File: config.mk
export PLATFORM = sky130hd
export DESIGN_NAME = spi_flash_reader
export DESIGN_NICKNAME = d
export VERILOG_FILES = /design/src/rtl/flash_pkg.sv /design/src/rtl/spi_shifter.sv /design/src/rtl/spi_flash_reader.sv
export SDC_FILE = /design/constraint.sdc
export NUM_CORES = 1
export LEC_CHECK = 0
export BUFFER_PORTS_ARGS = -buffer_cell sky130_fd_sc_hd__buf_2
export CAP_MARGIN = 20
export CORE_MARGIN = 2
export CORE_UTILIZATION = 46
export CTS_BUF_LIST = sky130_fd_sc_hd__clkbuf_4
export DETAILED_ROUTE_END_ITERATION = 10
export PLACE_DENSITY = 0.72
export SKIP_CTS_REPAIR_TIMING = 1
export SLEW_MARGIN = 20
export SYNTH_ARGS = -nofsm -noshare
export SYNTH_HDL_FRONTEND = slang
export SYNTH_SLANG_ARGS = --single-unit
File: constraint.sdc
create_clock -name clock_in -period 9.65 [get_ports clock_in]
set_clock_uncertainty 0.15 [all_clocks]
set_input_delay 0 -clock clock_in [delete_from_list [all_inputs] [get_ports clock_in]]
set_output_delay 0 -clock clock_in [all_outputs]
set_load 0.005 [all_outputs]
File: src/rtl/flash_pkg.sv
// Shared constants and state encoding for the SPI flash reader.
package flash_pkg;

  localparam logic [7:0] CMD_READ       = 8'h03;
  localparam logic [7:0] CMD_RELEASE_PD = 8'hAB;

  typedef enum logic [2:0] {
    S_WAKE,
    S_WAKE_WAIT,
    S_IDLE,
    S_CMD,
    S_DATA,
    S_HOLD,
    S_DESEL
  } state_t;

endpackage

File: src/rtl/spi_shifter.sv
// Mode-0 SPI engine: SCK divider plus N-bit MSB-first shift.
module spi_shifter #(
  parameter int DIV = 2
) (
  input  logic        clk,
  input  logic        rst_n,
  input  logic        start,
  input  logic [5:0]  nbits,
  input  logic [31:0] tx,
  input  logic        miso,
  output logic        sck,
  output logic        mosi,
  output logic        busy,
  output logic        last,
  output logic [7:0]  rx
);

  localparam int TW = (DIV > 1) ? $clog2(DIV) : 1;
  localparam logic [TW-1:0] TMAX = TW'(DIV - 1);

  logic [TW-1:0] tick;
  logic [5:0]    cnt;
  logic [31:0]   sh;
  logic          half_end;

  assign half_end = busy && (tick == TMAX);
  // last is the cycle whose edge drops SCK after the final bit
  assign last = half_end && sck && (cnt == 6'd1);

  always_ff @(posedge clk or negedge rst_n) begin
    if (!rst_n) begin
      busy <= 1'b0;
      sck  <= 1'b0;
      mosi <= 1'b0;
      tick <= '0;
      cnt  <= '0;
      sh   <= '0;
      rx   <= '0;
    end else if (start) begin
      busy <= 1'b1;
      sck  <= 1'b0;
      tick <= '0;
      cnt  <= nbits;
      mosi <= tx[31];
      sh   <= {tx[30:0], 1'b0};
    end else if (busy) begin
      if (half_end) begin
        tick <= '0;
        sck  <= ~sck;
        if (!sck) begin
          rx <= {rx[6:0], miso};
        end else begin
          cnt <= cnt - 6'd1;
          if (cnt == 6'd1) begin
            busy <= 1'b0;
            mosi <= 1'b0;
          end else begin
            mosi <= sh[31];
            sh   <= {sh[30:0], 1'b0};
          end
        end
      end else begin
        tick <= tick + TW'(1);
      end
    end
  end

endmodule

File: src/rtl/spi_flash_reader.sv
// Byte reader for SPI NOR flash: READ (0x03) with CS held
// open so sequential addresses stream without a new command.
module spi_flash_reader
  import flash_pkg::*;
#(
  parameter int          ADDRESS_BITS = 14,
  parameter logic [23:0] FLASH_BASE   = 24'h100000,
  parameter int          SCK_DIV      = 2,
  parameter int          HOLD_CYCLES  = 64,
  parameter int          WAKE_CYCLES  = 256
) (
  input  logic                    clock_in,
  input  logic                    resetn_in,
  input  logic [ADDRESS_BITS-1:0] address_in,
  input  logic                    read_in,
  output logic                    ready_out,
  output logic [7:0]              data_out,
  output logic                    valid_out,
  output logic                    spi_csn_out,
  output logic                    spi_sck_out,
  output logic                    spi_mosi_out,
  input  logic                    spi_miso_in
);

  localparam int C1   = (WAKE_CYCLES > HOLD_CYCLES)
                        ? WAKE_CYCLES : HOLD_CYCLES;
  localparam int CMAX = (C1 > 2 * SCK_DIV) ? C1 : 2 * SCK_DIV;
  localparam int CW   = $clog2(CMAX + 1);

  state_t        state, state_n;
  logic          csn_n;
  logic [23:0]   addr, addr_n, req_addr;
  logic [CW-1:0] cnt, cnt_n;
  logic          start, busy, last, load, accept;
  logic [31:0]   tx;
  logic [5:0]    nbits;
  logic [7:0]    rx;

  assign req_addr  = FLASH_BASE + 24'(address_in);
  assign ready_out = ((state == S_IDLE) || (state == S_HOLD))
                     && !valid_out;
  assign accept    = read_in && ready_out;

  spi_shifter #(.DIV(SCK_DIV)) u_shifter (
    .clk   (clock_in),
    .rst_n (resetn_in),
    .start (start),
    .nbits (nbits),
    .tx    (tx),
    .miso  (spi_miso_in),
    .sck   (spi_sck_out),
    .mosi  (spi_mosi_out),
    .busy  (busy),
    .last  (last),
    .rx    (rx)
  );

  always_ff @(posedge clock_in or negedge resetn_in) begin
    if (!resetn_in) begin
      state       <= S_WAKE;
      spi_csn_out <= 1'b1;
      addr        <= '0;
      cnt         <= '0;
      data_out    <= '0;
      valid_out   <= 1'b0;
    end else begin
      state       <= state_n;
      spi_csn_out <= csn_n;
      addr        <= addr_n;
      cnt         <= cnt_n;
      valid_out   <= load;
      if (load) data_out <= rx;
    end
  end

  always_comb begin
    state_n = state;
    csn_n   = spi_csn_out;
    addr_n  = addr;
    cnt_n   = cnt;
    start   = 1'b0;
    tx      = '0;
    nbits   = 6'd8;
    load    = 1'b0;
    unique case (state)
      S_WAKE: begin
        if (!busy) begin
          start = 1'b1;
          tx    = {CMD_RELEASE_PD, 24'h0};
          csn_n = 1'b0;
        end else if (last) begin
          csn_n   = 1'b1;
          cnt_n   = '0;
          state_n = S_WAKE_WAIT;
        end
      end
      S_WAKE_WAIT: begin
        if (cnt == CW'(WAKE_CYCLES - 1)) state_n = S_IDLE;
        else cnt_n = cnt + CW'(1);
      end
      S_IDLE: begin
        if (accept) begin
          addr_n  = req_addr;
          csn_n   = 1'b0;
          start   = 1'b1;
          tx      = {CMD_READ, req_addr};
          nbits   = 6'd32;
          state_n = S_CMD;
        end
      end
      S_CMD: begin
        // chain straight into the data byte, no idle SCK gap
        if (last) begin
          start   = 1'b1;
          state_n = S_DATA;
        end
      end
      S_DATA: begin
        if (last) begin
          load    = 1'b1;
          cnt_n   = '0;
          state_n = S_HOLD;
        end
      end
      S_HOLD: begin
        if (accept) begin
          addr_n = req_addr;
          cnt_n  = '0;
          if (req_addr == addr + 24'd1) begin
            start   = 1'b1;
            state_n = S_DATA;
          end else begin
            csn_n   = 1'b1;
            state_n = S_DESEL;
          end
        end else if (cnt == CW'(HOLD_CYCLES - 1)) begin
          csn_n   = 1'b1;
          state_n = S_IDLE;
        end else begin
          cnt_n = cnt + CW'(1);
        end
      end
      S_DESEL: begin
        if (cnt == CW'(2 * SCK_DIV - 1)) begin
          csn_n   = 1'b0;
          start   = 1'b1;
          tx      = {CMD_READ, addr};
          nbits   = 6'd32;
          state_n = S_CMD;
        end else begin
          cnt_n = cnt + CW'(1);
        end
      end
      default: state_n = S_WAKE;
    endcase
  end

endmodule

==> reports/metrics.yaml <==
initial_core_util_pct: 47.82
die-height_um: 105.0
report.final.slew_viol_count: 0
design_area_um2: 5210
endpoint_kind: "register"
clk_pin_slew_ns: 0.16
outcome: "complete, but fails checks"
gr-usage-all-layers_pct: 19.03
yosys_warnings: 0
grt_pass1_wl_mm: 17.15
timing_worst_slew_pin_value_ns: 0.7832
worst_ep_required_time_ns: 9.79
clock_tree_from_tritoncts: "yes"
fin_hold_ws_ns: -0.004271
cap_viol_max_count: 0
power_leakage_nw: 2.354
placed_cell_area_um2: 4903
dp_hpwl_mm: 6.673
area_of_the_mapped_netlist_um2: 4696
dr_wl_cell_um: 15.48
rsz0062_at_grt: "no"
hold_path.class: "input port to asynchronous set/reset pin"
io_pins: 31
syn_inst: 486
report.power.total_mw: 0.6015
worst_ir_drop_vdd_v: 0.00007212
nFillCells: 936
maximum_net_fanout_on_the_critical_path: 39
timing.fmax_ghz: 0.2725
dp_worst_setup_slack_ns: 6.026
drt_first_iter_violations: 184
multi_input_comb_area_um2: 2364
layout_commonest_cell: "sky130_fd_sc_hd__dfrtp_1"
count_of_flip_flops_with_a_built_in_enable_after_synthesis: 0
vias: 3765
core_area_um2: 9819
route.detailed.vias_per_inst: 5.748
finalWeightedCongestion: 0.8794
top_layer_used: "met4"
finalCriticalPeriod_ns: 3.670
numCtsBuffers: 9
synthDistinctLibCells: 58
clock_sinks: 86
postSynthNetCount: 509
final_antenna_net_count: 0
synth_async_sr_flop_share_pct: 100.0
timing_worst_setup_path_type: "register to register"
number_of_global_route_vias_before_repair: 3517
fp.dieArea_um2: 11030
detailroute.wirelength.met3_um: 412
clock_latency_ns: 0.45
seq_area_frac_synth_pct: 45.86
grt_antenna_before_repair: 1
finalCritPeriodShare_pct: 38.03
power.density_cell_area_nw_per_um2: 115.5
area_delta_synth_final_pct: 10.95
final_layout_size_suffix_gt1_share_pct: 16.12
grt_start_max_net_pins: 87
hold_viol_final: 1
detail_route.wirelength.met1_mm: 4.921
arrival_ns: 3.81
synth_ff_type: "sky130_fd_sc_hd__dfrtp_1"
chipWidth_um: 105.0
io_buffer_count: 30
crit_path_setup_slack_layout_ns: 5.980
synth-seq-cells: 86
met2_wirelength_mm: 4.635
grt_overflow_total: 0
violations_in_the_final_reports: "hold timing"
maxSlewHeadroom_pct: 47.79
buffers_from_clock_root_to_sink_at_most: 2
number_of_failing_setup_endpoints_in_the_final_timing_report: 0
r2r_setup_slack_ns: 5.98
drc: 0
totalNegativeSetupSlack_ns: 0
synth_area_per_cell_um2: 9.662
routed_wirelength_mm: 10.14
rows: 36
commonest_non_fill_non_tap_cells_in_the_layout: "85 x sky130_fd_sc_hd__dfrtp_1, 64 x sky130_fd_sc_hd__nand2_1, 42 x sky130_fd_sc_hd__o21ai_0"
drt_pre_antenna_iters: 4
seqCellArea_um2: 2153
h_tree_level_count: 3
nets: 539
cts.root.buffer_cell: "sky130_fd_sc_hd__clkbuf_4"
cp-start-kind: "register"
==> power breakdown <==
part           switching, mW  internal [mW]
logic                 0.0157         0.0118
registers            0.00117          0.362
clock network          0.131         0.0802
==> cell usage after synthesis, types with 3 or more instances <==
master	number	area share, %
sky130_fd_sc_hd__o31a_1	14	2.6
sky130_fd_sc_hd__inv_1	9	0.72
sky130_fd_sc_hd__buf_4	5	0.80
sky130_fd_sc_hd__o31ai_1	6	0.96
sky130_fd_sc_hd__nand2_1	64	5.1
sky130_fd_sc_hd__nor2_1	23	1.8
sky130_fd_sc_hd__o211ai_1	15	2.4
sky130_fd_sc_hd__clkbuf_1	21	1.7
sky130_fd_sc_hd__nand2b_1	7	0.93
sky130_fd_sc_hd__nand4_1	4	0.53
sky130_fd_sc_hd__a22oi_1	15	2.4
sky130_fd_sc_hd__dfrtp_1	85	45
sky130_fd_sc_hd__nor4_1	3	0.40
sky130_fd_sc_hd__and3b_1	3	0.56
sky130_fd_sc_hd__o21ai_0	42	4.5
sky130_fd_sc_hd__nor3_1	10	1.1
sky130_fd_sc_hd__or3_1	6	0.80
sky130_fd_sc_hd__ha_1	5	1.3
sky130_fd_sc_hd__and4_1	4	0.75
sky130_fd_sc_hd__mux2_2	23	5.5
sky130_fd_sc_hd__a21oi_1	24	2.6
sky130_fd_sc_hd__and3_1	9	1.2
sky130_fd_sc_hd__mux2i_1	6	1.3
sky130_fd_sc_hd__xor2_1	9	1.7
sky130_fd_sc_hd__xnor2_1	13	2.4
sky130_fd_sc_hd__a31oi_1	4	0.53
sky130_fd_sc_hd__a211oi_1	4	0.64
sky130_fd_sc_hd__a21o_1	3	0.48
sky130_fd_sc_hd__nand3_1	16	1.7
==> worst max-delay path, stage by stage, from the launching register on <==
cell and delay [ns]:
sky130_fd_sc_hd__dfrtp_1 0.51, sky130_fd_sc_hd__ha_1 0.31, sky130_fd_sc_hd__nand4_4 0.12, sky130_fd_sc_hd__or3_1 0.37, sky130_fd_sc_hd__a211oi_1 0.22, sky130_fd_sc_hd__or4b_4 0.52, sky130_fd_sc_hd__a2111oi_4 0.19, sky130_fd_sc_hd__buf_4 0.28
sky130_fd_sc_hd__or2_2 0.62, sky130_fd_sc_hd__o21ai_0 0.21
==> sequential cells by signal (all words and copies together) (netlist names) <==
name            cells
u_shifter.sh       31
cnt                 9
u_shifter.rx        8
spi_csn_out         1
data_out            8
u_shifter.busy      1
state               3
u_shifter.sck       1
valid_out           1
u_shifter.tick      1
addr               15
u_shifter.mosi      1
u_shifter.cnt       6
==> cells by family (layout without fill, tap and decap cells) <==
logic type | count (synthesis) | count (layout) | share of synthesized area [%]
AOI/OAI and AO/OA | 139 | 139 | 19.82
adders and majority gates | 5 | 5 | 1.332
xor gates and xnor gates | 22 | 22 | 4.103
DFF | 86 | 86 | 45.86
muxes | 29 | 29 | 6.795
and+or+nand+nor | 164 | 164 | 18.04
other | 0 | 1 | 0
buffers and inverters | 41 | 76 | 4.050
==> per-stage QoR <==
stage | std cells | util, % | hold WS, ns
final | 655 | 53.06 | -0.004271
after global routing | 655 | 53.06 | 0.04229
after CTS | 638 | 51.36 | -0.4069
after detailed placement | 622 | 49.94 | 0.08731
after global placement | 622 | 49.94 | 0.08871
after floorplan | 486 | - | -0.4456
==> layout make-up <==
type | instances | share of cell area [%]
Antenna cell | 1 | 0.04803
Inverter | 10 | 0.7205
Clock buffer | 9 | 1.297
Timing Repair Buffer | 50 | 6.652
Tap cell | 133 | 3.194
Multi-Input combinational cell | 359 | 45.37
Clock inverter | 7 | 1.393
Sequential cell | 86 | 41.33
==> layer usage <==
layer / vias up / GRT usage [%]
met5: - / 0
met4: 0 / 5.714
met3: 16 / 4.741
met2: 87 / 29.08
met1: 1837 / 26.73
li1: 1825 / -
==> path summary, 6_finish.rpt <==
kind,start,end,cells after the start
worst max register to register,addr[0],u_shifter.sh[28],9
worst min-delay path,resetn_in,u_shifter.rx[0],2
worst max-delay path,addr[0],u_shifter.sh[28],9
max in group asynchronous,resetn_in,cnt[3],2
worst min register to register,data_out[0],data_out[0],2
min in group clock_in,read_in,cnt[7],4
No activity file was read; power rests on OpenSTA's default activity.
